`src/rtl/fifo_spram_pingpong.sv`:
```
// Synchronous FIFO over two single-port RAM banks (even/odd entries) with a
// 2-entry first-word-fall-through output stage, occupancy count and flags.
module fifo_spram_pingpong #(
  parameter int unsigned DATA_WIDTH   = 8,
  parameter int unsigned FIFO_DEPTH   = 16,
  parameter int unsigned AFULL_THRESH = FIFO_DEPTH - 2,
  localparam int unsigned ADDR_WIDTH  = $clog2(FIFO_DEPTH)
) (
  input  logic                  clk,
  input  logic                  rst_n,
  input  logic                  wr_valid,
  output logic                  wr_ready,
  input  logic [DATA_WIDTH-1:0] wr_data,
  output logic                  rd_valid,
  input  logic                  rd_ready,
  output logic [DATA_WIDTH-1:0] rd_data,
  output logic [ADDR_WIDTH:0]   count,
  output logic                  full,
  output logic                  almost_full,
  output logic                  empty
);

  localparam int unsigned PW   = ADDR_WIDTH + 1;
  localparam int unsigned ROWS = FIFO_DEPTH / 2;

  // Pointers carry one extra wrap bit so their difference is the unread level
  logic [PW-1:0]         wptr_q, mptr_q;
  logic [PW-1:0]         unread_c, count_nxt_c;
  logic                  push_c, pop_c, conflict_c, rd_issue_c, cap_slot0_c;
  logic [2:0]            budget_c;
  logic [1:0]            os_cnt_q, os_cnt_nxt_c;
  logic                  inflight_q, inflight_bank_q;
  logic [DATA_WIDTH-1:0] os1_q, bank0_q, bank1_q, ram_q_c;
  logic [DATA_WIDTH-1:0] bank0_mem [ROWS];
  logic [DATA_WIDTH-1:0] bank1_mem [ROWS];

  // Handshakes, prefetch decision and next-state occupancy
  always_comb begin
    push_c      = wr_valid & wr_ready;
    pop_c       = rd_valid & rd_ready;
    unread_c    = wptr_q - mptr_q;
    conflict_c  = push_c && (wptr_q[0] == mptr_q[0]);
    // Output-stage slots committed after this cycle's pop, plus the read in flight
    budget_c    = {1'b0, os_cnt_q} + 3'(inflight_q) - 3'(pop_c);
    rd_issue_c  = (unread_c != '0) && (budget_c < 3'd2) && !conflict_c;
    count_nxt_c = count + PW'(push_c) - PW'(pop_c);
    os_cnt_nxt_c = os_cnt_q + 2'(inflight_q) - 2'(pop_c);
    cap_slot0_c = (os_cnt_q == 2'd0) || ((os_cnt_q == 2'd1) && pop_c);
    ram_q_c     = inflight_bank_q ? bank1_q : bank0_q;
  end

  // Bank 0: single port, write has priority over the prefetch read
  always_ff @(posedge clk) begin
    if (push_c && !wptr_q[0])
      bank0_mem[wptr_q[ADDR_WIDTH-1:1]] <= wr_data;
    else if (rd_issue_c && !mptr_q[0])
      bank0_q <= bank0_mem[mptr_q[ADDR_WIDTH-1:1]];
  end

  // Bank 1: same arrangement for odd entries
  always_ff @(posedge clk) begin
    if (push_c && wptr_q[0])
      bank1_mem[wptr_q[ADDR_WIDTH-1:1]] <= wr_data;
    else if (rd_issue_c && mptr_q[0])
      bank1_q <= bank1_mem[mptr_q[ADDR_WIDTH-1:1]];
  end

  always_ff @(posedge clk or negedge rst_n) begin
    if (!rst_n) begin
      wptr_q          <= '0;
      mptr_q          <= '0;
      inflight_q      <= 1'b0;
      inflight_bank_q <= 1'b0;
      os_cnt_q        <= 2'd0;
      os1_q           <= '0;
      rd_data         <= '0;
      rd_valid        <= 1'b0;
      count           <= '0;
      wr_ready        <= 1'b1;
      full            <= 1'b0;
      almost_full     <= 1'b0;
      empty           <= 1'b1;
    end else begin
      wptr_q          <= wptr_q + PW'(push_c);
      mptr_q          <= mptr_q + PW'(rd_issue_c);
      inflight_q      <= rd_issue_c;
      inflight_bank_q <= mptr_q[0];
      os_cnt_q        <= os_cnt_nxt_c;
      rd_valid        <= (os_cnt_nxt_c != 2'd0);
      // Pop shifts the second slot forward; RAM data lands in the first free slot
      if (pop_c && (os_cnt_q == 2'd2))
        rd_data <= os1_q;
      if (inflight_q) begin
        if (cap_slot0_c) rd_data <= ram_q_c;
        else             os1_q   <= ram_q_c;
      end
      count       <= count_nxt_c;
      wr_ready    <= (count_nxt_c < PW'(FIFO_DEPTH));
      full        <= (count_nxt_c == PW'(FIFO_DEPTH));
      almost_full <= (count_nxt_c >= PW'(AFULL_THRESH));
      empty       <= (count_nxt_c == '0);
    end
  end

endmodule
```
`config.mk`:
```
export PLATFORM = sky130hd
export DESIGN_NAME = fifo_spram_pingpong
export DESIGN_NICKNAME = d
export VERILOG_FILES = /design/src/rtl/fifo_spram_pingpong.sv
export SDC_FILE = /design/constraint.sdc
export NUM_CORES = 1
export LEC_CHECK = 0
export CORE_ASPECT_RATIO = 1.75
export CORE_MARGIN = 5
export CORE_UTILIZATION = 55
export DETAILED_ROUTE_END_ITERATION = 16
export GPL_ROUTABILITY_DRIVEN = 0
export GPL_TIMING_DRIVEN = 1
export PLACE_DENSITY = 0.73
export SETUP_SLACK_MARGIN = 0.5
export SYNTH_ARGS = -nofsm -noshare
export SYNTH_HDL_FRONTEND = slang
export SYNTH_SLANG_ARGS = --single-unit
```
`constraint.sdc`:
```
create_clock -name clk -period 6.22 [get_ports clk]
set_clock_uncertainty 0.05 [all_clocks]
set_input_delay 1.244 -clock clk [delete_from_list [all_inputs] [get_ports clk]]
set_output_delay 1.244 -clock clk [all_outputs]
set_load 0.005 [all_outputs]
```
# ---- After elaboration in Yosys (flattened, before gate mapping)
# Memory sizes are Yosys's and may differ from the RTL's. A register that Yosys moved wholly into a read port is not among the register bits.
# Cells that the tools add are included.
dict set report totals {
  reg_bits 40
  latchBits 0
  mem_bits_rw 128
  romBits 0
  in_bits 12
  out_inout_bits 18
  word_cells 64
  mem_count 2
}
# name depth word_bits read_ports rd_ports_with_merged_regs write_ports line
set mem_list {}
lappend mem_list {bank0_mem 8 8 1 1 1 34} ;# logic [DATA_WIDTH-1:0] bank0_mem [ROWS];
lappend mem_list {bank1_mem 8 8 1 1 1 35} ;# logic [DATA_WIDTH-1:0] bank1_mem [ROWS];
dict set report op_classes {
  n_addsub 9
  multipliers 0
  n_div 0
  n_lt_le_gt_ge 3
  eq_ne 4
  shifts 0
  n_mux 8
  bitwise 5
  reduce_logical 20
}
# cell count
set ops {}
lappend ops {{$mux W8} 4}
lappend ops {{$add A5 B1 Y5} 3}
lappend ops {{$logic_and A1 B1 Y1} 9}
lappend ops {{$reduce_and A2 Y1} 3}
lappend ops {{$eq A5 B5 Y1 const B} 1}
lappend ops {{$ge A5 B4 Y1 const B} 1}
lappend ops {{$logic_not A5 Y1} 1}
lappend ops {{$lt A5 B5 Y1 const B} 1}
lappend ops {{$reduce_bool A5 Y1} 1}
lappend ops {{$sub A5 B1 Y5} 1}
lappend ops {{$sub A5 B5 Y5} 1}
lappend ops {{$mux W1} 4}
lappend ops {{$add A2 B1 Y3} 1}
lappend ops {{$logic_not A1 Y1} 3}
lappend ops {{$lt A3 B2 Y1 const B} 1}
lappend ops {{$not A1 Y1} 3}
lappend ops {{$sub A3 B1 Y3} 1}
lappend ops {{$add A2 B1 Y2} 1}
lappend ops {{$and A1 B1 Y1} 2}
lappend ops {{$eq A2 B1 Y1 const B} 1}
lappend ops {{$eq A2 B2 Y1 const B} 1}
lappend ops {{$logic_not A2 Y1} 1}
lappend ops {{$reduce_bool A2 Y1} 1}
lappend ops {{$sub A2 B1 Y2} 1}
lappend ops {{2 further kinds} 2}

# ---- Depth between registers and ports, before layout
# Gate-level depths: netlist of the first run.
dict set report logic_depth {
  depth_word 7
  mapped_depth 12
  depth_no_buf 12
}

# ---- Worst setup path before layout of the first run
# Ideal clock, no wire load.
dict set report synth_path {
  kind {input port to flip-flop}
  start {in rd_ready}
  end {reg bank1_q[0], read port of bank1_mem, enable pin}
  setup_time_ps 373
  arrival_time_ps 3463
  required_ps 5797
  path_slack_ps 2333
  stages 9
  path_buffers 0
  cell_sequence {nand2_1 -> xnor2_1 -> ha_1 -> inv_1 -> fa_1 -> xor2_1 -> a2111oi_0 -> ha_1 -> nor2b_1}
}
dict set report synth_between {
  elab_chain_cells 7
}
# item line
set synth_rtl {}
lappend synth_rtl {{from (decl)} 15} ;# input logic rd_ready,
lappend synth_rtl {{$and A1 B1 Y1} 40} ;# pop_c = rd_valid & rd_ready;
lappend synth_rtl {{$sub A3 B1 Y3} 44} ;# budget_c = {1'b0, os_cnt_q} + 3'(inflight_q) - 3'(pop_c);
lappend synth_rtl {{$lt A3 B2 Y1} 45} ;# rd_issue_c = (unread_c != '0) && (budget_c < 3'd2) && !conflict_c;
lappend synth_rtl {{$logic_and A1 B1 Y1 (2 in a row)} 45}
lappend synth_rtl {{named net rd_issue_c} 29} ;# logic push_c, pop_c, conflict_c, rd_issue_c, cap_slot0_c;
lappend synth_rtl {{$logic_and A1 B1 Y1} 64} ;# else if (rd_issue_c && mptr_q[0])
lappend synth_rtl {{$reduce_and A2 Y1 (no line)} n/a}
lappend synth_rtl {{to (decl)} 33} ;# logic [DATA_WIDTH-1:0] os1_q, bank0_q, bank1_q, ram_q_c;
# The timed path passes the listed nets, and every way through them passes these cells.
# A chain may end at the register's enable or synchronous reset.

# ---- Final worst setup path of the first run
# Ends and elaborated chain as after synthesis.

==> flow_metrics.tcl, run 1 <==
set metrics [dict create \
    cts-hold-fix-buffers 0 \
    switching_share_pct 31.2 \
    initial_core_util_pct 55.5 \
    setup_tns_ps 0 \
    fp.dieH_um 163 \
    viasPerCell 5.56 \
    synth_cell_types 38 \
    p_total_w 0.00417 \
    yosys.area.top_type_share_pct 58.5 \
    drive_gt1_share_pct 18.4 \
    final.period_utilization_pct 72.1 \
    synthesis.nets 464 \
    num_rows 56 \
    grt_overflow 0 \
    slew_headroom_pct 37.7 \
    synth_top_cell_by_area "edfxtp_1" \
    synthFlopType "edfxtp_1" \
    yosys_warnings 0 \
    synth_commonest_cells "edfxtp_1, nand2_1, dfrtp_1" \
    ys_seq_area_share_pct 72.1 \
    endpoint_kind "flop" \
    fillCellCount 933 \
    dp_hpwl_um 8850 \
    outcome "finished clean" \
    grt_pass1_vias 3967 \
    vias 3680 \
    antenna_cells 0 \
    grt_usage_pct 17.5 \
    met1_usage_pct 18.2 \
    reg2reg_to "bank1_q[0]$_DFFE_PP_" \
    htreeDepth 4 \
    antenna_left 0 \
    synth.most_common_cell "edfxtp_1" \
    synth.ff_latch_count 184 \
    synth-simple-area-share_pct 6.70 \
    avgSynthCellArea_um2 17.0 \
    synth_compound_area_share_pct 2.22 \
    final_cells 662 \
    synth_area_um2 7390 \
    cts_max_path_buffers 2 \
    arrival_ps 4470 \
    worstPathRequired_ps 6210 \
    synth_edf_count 144 \
    drtPass1Iterations 4 \
    post_cts_buffers 0 \
    p_int_w 0.00287 \
    peakVddDrop_v 0.000250 \
    crit_path_start "rd_ready" \
    clk_pin_slew_ps 70 \
    synthXorXnorAreaFrac_pct 1.54 \
    synthArstFlopShare_pct 21.7 \
    tightest_slew_ps 929 \
    finalNetCount 504 \
    powerDensity_nw_per_um2 493 \
    cts_root_buffer "clkbuf_16" \
    pwr-share-comb_pct 32.1 \
    setup_violations 0 \
    met2_usage_pct 34.4 \
    wl_um 13000 \
    rr_worst_depth 9 \
    synth_top_family_by_area "multiplexers" \
    place_inst 630 \
    post_cts_resized 0 \
    cp-start-kind "input port" \
    place_ws_ps 1270 \
    grt_pass1_wl_um 21000 \
    hold_ws_ps 432 \
    netlist_instances 435 \
    multi_input_area_um2 1890 \
    finalHoldViolCount 0 \
    holdPathEnd "os1_q[3]$_DFFE_PN0P_" \
    rrSetupSlack_ps 2690 \
    fin_ws_ps 1740 \
    die_x_um 97.6 \
    finalCriticalPeriod_ps 4480 \
    regArea_um2 5330 \
    grt_busiest_layer "met2" \
    io_pins 30 \
    grt_max_degree 41 \
    clkPwrFrac_pct 26.2 \
    pwr-share-seq_pct 41.7 \
    holdCritPathClass "reg2reg" \
    maxCapViolations 0 \
    cts_tree "built" \
    whs_path_depth 2 \
    syn_to_final_growth_pct 14.6 \
    rsz0062_at_grt "false" \
    cp_max_fo 8 \
    holdCritStartpoint "os1_q[3]$_DFFE_PN0P_" \
    synth_area_leaders "edfxtp_1, dfrtp_1, mux4_2" \
    muxShareOfSynthArea_pct 12.1 \
    port_buffers 29 \
    drc 0 \
    drtIter0Drc 226 \
    r2r_start "mptr_q[1]$_DFF_PN0_" \
    final_max_slew_viol_count 0 \
    max_freq_mhz 223 \
    cts_sinks 184 \
    antenna_found_initial 0 \
    critPathKind "in2reg" \
    numCtsBuffers 17 \
    use_met3_pct 2.99 \
    clk-insertion-delay-late_ps 410 \
    core-area_um2 13300 \
    power.switching_w 0.00130 \
    synth_fa_ha_area_share_pct 3.08 \
    design.die.area_um2 15900 \
    power.leakage_nw 3.09 \
    wl_per_cell_um 19.6 \
]
[cells in the final DEF, fill, tap and decap left out, types with 9 or more instances in the layout]
cell type          n
clkbuf_16         20
clkdlybuf4s50_1   28
o21ai_0            9
dfrtp_1           37
nand2_1           64
ha_1              15
nor2_1            24
edfxtp_1         144
inv_1             16
mux4_2            32
a21oi_1            9
[worst max-delay path by stage]
stage,cells after the start,slack [ps],to
CTS,10,1690,bank1_q[0]$_DFFE_PP_
detailed placement,10,1270,bank1_q[6]$_DFFE_PP_
global route,10,1510,bank1_q[0]$_DFFE_PP_
finish,10,1740,bank1_q[0]$_DFFE_PP_
global placement,10,1380,bank1_q[5]$_DFFE_PP_
floorplan,9,2330,bank1_q[0]$_DFFE_PP_
[per-stage QoR]
stage          utilization (%)  instance area [um2]
2_1_floorplan                -                 7390
3_3_place_gp              59.0                 7850
3_5_place_dp              59.0                 7850
4_1_cts                   63.6                 8470
5_1_grt                   63.6                 8470
6_report                  63.6                 8470
[routing by layer]
layer	up-vias	share of wire [%]
li1	1696	-
met4	0	1.8
met3	17	2.9
met2	82	59
met1	1885	36
met5	-	0
[worst max-delay path: stages]
cell	delay, ps
clkdlybuf4s50_1	560
nand2_1	130
xnor2_1	180
ha_1	170
inv_1	50
fa_1	380
xor2_1	170
a2111oi_0	660
ha_1	330
nor2b_1	590
[sequential cells by signal (all words and copies together), names as in the netlist]
name / flops
full: 1
rd_data: 8
inflight_q: 1
rd_valid: 1
bank1_mem: 64
almost_full: 1
os1_q: 8
bank0_q: 8
mptr_q: 5
os_cnt_q: 2
inflight_bank_q: 1
wptr_q: 5
bank1_q: 8
count: 5
wr_ready: 1
empty: 1
bank0_mem: 64
[kinds of logic after synthesis]
group / after synthesis
xor+xnor: 13
buf+inv: 34
compound gates: 27
fa+ha+maj: 17
mux: 48
flops: 184
simple gates: 112
[power groups by stage]
stage | combinational [W] | sequential (W) | clock [W]
finish | 0.00134 | 0.00174 | 0.00109
global route | 0.00149 | 0.00177 | 0.00116
CTS | 0.00136 | 0.00175 | 0.00111
detailed placement | 0.00135 | 0.00177 | 0
global placement | 0.00131 | 0.00175 | 0
floorplan | 0.000988 | 0.00172 | 0
[final cells by class]
cell class	count	share of cell area, %
sequential	184	62.9
multi-input combinational	217	22.3
clock buffer	22	6.12
timing repair buffer	37	4.08
tap	174	2.57
clock inverter	10	1.20
inverter	18	0.798
(Power assumes the default switching activity.)
==> run 2, diff against run 1 <==
==> constraint.sdc (replaced) <==
create_clock -name clk -period 4.7 [get_ports clk]
set_clock_uncertainty 0.05 [all_clocks]
set_input_delay 0.94 -clock clk [delete_from_list [all_inputs] [get_ports clk]]
set_output_delay 0.94 -clock clk [all_outputs]
set_load 0.005 [all_outputs]
==> flow_metrics.tcl, run 2 (synthesis gave the netlist of run 1 again) <==
set metrics [dict create \
    outcome "finished clean" \
    drive_gt1_share_pct 18.9 \
    worst-path-buf-inv 4 \
    cts_sinks 184 \
    io_pins 30 \
    cpPeakStageDelay_ps 550 \
    arrival_ps 3720 \
    utilization_pct 63.3 \
    cp-start-kind "input port" \
    vias 3635 \
    finalNetCount 507 \
    syn_to_final_growth_pct 14.1 \
    cts_tree "built" \
    final_cells 665 \
    drc 0 \
    dp_hpwl_um 8970 \
    numCtsBuffers 17 \
    drtPass1Iterations 4 \
    core-area_um2 13300 \
    grt_pass1_wl_um 20600 \
    cts_root_buffer "clkbuf_16" \
    slew_headroom_pct 39.2 \
    finalHoldViolCount 0 \
    critPathSlowestCell "clkdlybuf4s50_1" \
    viasPerCell 5.47 \
    fp.dieH_um 163 \
    die_x_um 97.6 \
    wl_per_cell_um 18.9 \
    design.die.area_um2 15900 \
    max_freq_mhz 275 \
    setup_tns_ps 0 \
    critPathKind "in2reg" \
    crit_family "buffers and inverters" \
    tightest_slew_ps 908 \
    grt_busiest_layer "met2" \
    holdCritPathClass "reg2reg" \
    peakVddDrop_v 0.000328 \
    met2_usage_pct 34.1 \
    dpl_cell_area_um2 7870 \
    met1_usage_pct 17.6 \
    drtIter0Drc 292 \
    final_common_cell "edfxtp_1" \
    clk_pin_slew_ps 70 \
    most-common-layout-cells "edfxtp_1, nand2_1, dfrtp_1, mux4_2, clkdlybuf4s50_1" \
    final_max_slew_viol_count 0 \
    use_met3_pct 3.76 \
    postLayoutCellArea_um2 8430 \
    grt_max_degree 41 \
    power.leakage_nw 3.06 \
    post_cts_resized 0 \
    fillCellCount 959 \
    rrSetupSlack_ps 1710 \
    antenna_left 0 \
    antenna_cells 0 \
    endpoint_kind "flop" \
    port_buffers 29 \
    place_inst 633 \
    worstPathRequired_ps 4790 \
    maxCapViolations 0 \
    clk-insertion-delay-late_ps 430 \
    powerDensity_nw_per_um2 641 \
    crit_chain "clkdlybuf4s50_1 -> nand2_1 -> xnor2_1 -> ha_1 -> inv_1 -> fa_1 -> xor2_1 -> a2111oi_0 -> buf_4 -> ha_1 -> nor2b_1 -> buf_4" \
    initial_core_util_pct 55.5 \
    cp_max_fo 8 \
    finalCriticalPeriod_ps 3630 \
    htreeDepth 4 \
    p_total_w 0.00540 \
    final.period_utilization_pct 77.2 \
    num_rows 56 \
    grt_pass1_vias 3860 \
    post_cts_buffers 0 \
    grt_usage_pct 17.4 \
    setup_violations 0 \
    cts-hold-fix-buffers 0 \
    wl_um 12600 \
    rsz0062_at_grt "false" \
    grt_overflow 0 \
    cts_max_path_buffers 2 \
    antenna_found_initial 0 \
]
## run 2: report_power, final
part	internal (W)	switching [W]
Combinational	0.000848	0.000938
Clock	0.000695	0.000622
Sequential	0.00213	0.000175
Total	0.00367	0.00173
## run 2: per-stage QoR
stage	setup WS, ps	hold slack, ps
2_1_floorplan	1120	353
3_3_place_gp	776	402
3_5_place_dp	640	414
4_1_cts	1060	419
5_1_grt	846	430
6_report	1070	400
## run 2: final cells by class
type                       instances  area, um2  area share [%]
inverter                          18       67.6           0.801
clock buffer                      17        425            5.05
timing repair buffer              40        368            4.36
clock inverter                    15        133            1.57
sequential                       184       5330            63.2
tap                              174        218            2.58
multi-input combinational        217       1890            22.4
## run 2: routing by layer
metal  vias to the layer above  share of wire (%)
li1                       1704                  -
met1                      1835                 35
met2                        79                 60
met3                        17                3.2
met4                         0                1.7
met5                         -                  0
## run 2: final timing paths
kind / depth (start not counted) / start / endpoint
max in group asynchronous: 1 / rst_n / mptr_q[1]$_DFF_PN0_
max reg2reg: 11 / rd_valid$_DFF_PN0_ / bank1_q[0]$_DFFE_PP_
min: 0 / mptr_q[0]$_DFF_PN0_ / inflight_bank_q$_DFF_PN0_
max: 12 / rd_ready / bank1_q[0]$_DFFE_PP_
min in group asynchronous: 1 / rst_n / os1_q[1]$_DFFE_PN0P_
min reg2reg: 0 / mptr_q[0]$_DFF_PN0_ / inflight_bank_q$_DFF_PN0_
==> run 3, diff against run 2 <==
==> constraint.sdc (replaced) <==
create_clock -name clk -period 3.5 [get_ports clk]
set_clock_uncertainty 0.05 [all_clocks]
set_input_delay 0.7 -clock clk [delete_from_list [all_inputs] [get_ports clk]]
set_output_delay 0.7 -clock clk [all_outputs]
set_load 0.005 [all_outputs]
==> flow_metrics.tcl, run 3 (synthesis gave the netlist of run 1 again) <==
set metrics [dict create \
    cts_sinks 184 \
    drtIter0Drc 247 \
    critPathSlowestCell "fa_1" \
    postLayoutCellArea_um2 8620 \
    grt_pass1_vias 3983 \
    setup_violations 0 \
    core-area_um2 13300 \
    post_cts_buffers 0 \
    post_cts_resized 9 \
    final_common_cell "edfxtp_1" \
    cp_max_fo 8 \
    final.period_utilization_pct 80.5 \
    crit_chain "dlygate4sd2_1 -> nand2_1 -> xnor2_1 -> ha_2 -> inv_1 -> fa_1 -> inv_2 -> a2111oi_4 -> buf_4 -> ha_1 -> nor2b_4 -> buf_6" \
    htreeDepth 4 \
    initial_core_util_pct 55.5 \
    antenna_cells 0 \
    antenna_left 0 \
    syn_to_final_growth_pct 16.6 \
    antenna_found_initial 0 \
    cts_max_path_buffers 2 \
    dp_hpwl_um 8790 \
    finalHoldViolCount 0 \
    drive_gt1_share_pct 22.7 \
    grt_overflow 0 \
    num_rows 56 \
    worstPathRequired_ps 3580 \
    endpoint_kind "flop" \
    powerDensity_nw_per_um2 863 \
    hold_ws_ps 361 \
    port_buffers 29 \
    fin_ws_ps 681 \
    drtPass1Iterations 4 \
    finalNetCount 523 \
    numCtsBuffers 17 \
    maxCapViolations 0 \
    tightest_slew_ps 886 \
    cts_tree "built" \
    cts_root_buffer "clkbuf_16" \
    critPathKind "in2reg" \
    grt_max_degree 41 \
    io_pins 30 \
    finalCriticalPeriod_ps 2820 \
    arrival_ps 2900 \
    die_x_um 97.6 \
    cts-hold-fix-buffers 0 \
    holdCritPathClass "in2async" \
    cp-start-kind "input port" \
    clk-insertion-delay-late_ps 420 \
    grt_usage_pct 17.7 \
    rsz0062_at_grt "false" \
    drc 0 \
    peakVddDrop_v 0.000388 \
    grt_pass1_wl_um 21300 \
    clk_pin_slew_ps 60 \
    wl_um 12800 \
    cpPeakStageDelay_ps 550 \
    max_freq_mhz 355 \
    viasPerCell 5.40 \
    most-common-layout-cells "edfxtp_1, nand2_1, dfrtp_1, mux4_2, clkdlybuf4s50_1" \
    power.leakage_nw 3.16 \
    vias 3676 \
    fp.dieH_um 163 \
    design.die.area_um2 15900 \
    slew_headroom_pct 40.9 \
    p_total_w 0.00744 \
    final_cells 681 \
    wl_per_cell_um 18.9 \
    final_max_slew_viol_count 0 \
    place_ws_ps -43.8 \
    outcome "finished clean" \
    dpl_cell_area_um2 8010 \
    place_inst 649 \
]
run 3: worst max-delay path, delay by kind of cell:
kind / cells / cell delay, ps
XOR/XNOR: 1 / 190
AND/OR/NAND/NOR: 2 / 210
adder cells (fa/ha/maj): 3 / 870
AO/OA/AOI/OAI: 1 / 300
buffers and inverters: 5 / 620
run 3: path summary, 6_finish.rpt:
path / slack, ps / cells after the start / from / end
min: 360 / 1 / rst_n / count[2]$_DFF_PN0_
max: 680 / 12 / rd_ready / bank0_q[3]$_DFFE_PP_
min in group clk: 400 / 0 / mptr_q[0]$_DFF_PN0_ / inflight_bank_q$_DFF_PN0_
max in group asynchronous: 2430 / 1 / rst_n / mptr_q[1]$_DFF_PN0_
max reg2reg: 710 / 11 / rd_valid$_DFF_PN0_ / bank0_q[3]$_DFFE_PP_
min reg2reg: 400 / 0 / mptr_q[0]$_DFF_PN0_ / inflight_bank_q$_DFF_PN0_
run 3: cell type report:
class,instances,area [um2]
clock buffer,17,425
clock inverter,15,156
fill,935,4690
multi-input combinational,217,1930
sequential,184,5330
timing repair buffer,56,494
inverter,18,67.6
tap,174,218
run 3: per-layer routing:
layer,global-route usage (%),vias up,part of all wire [%]
li1,-,1731,-
met1,20.5,1844,38
met2,32.3,81,57
met3,3.33,20,3.6
met4,6.68,0,2.3
met5,0,-,0
run 3: metrics by stage:
step | utilization, % | setup TNS [ps]
2_1_floorplan | - | 0
3_3_place_gp | 60.1 | 0
3_5_place_dp | 60.1 | -362
4_1_cts | 64.8 | 0
5_1_grt | 64.8 | 0
6_report | 64.8 | 0
run 3: where the power goes:
part / leakage, nW / internal [W] / switching (W)
combinational: 1.11 / 0.00122 / 0.00128
clock: 0.281 / 0.00101 / 0.000830
sequential: 1.78 / 0.00286 / 0.000251
total: 3.16 / 0.00508 / 0.00236
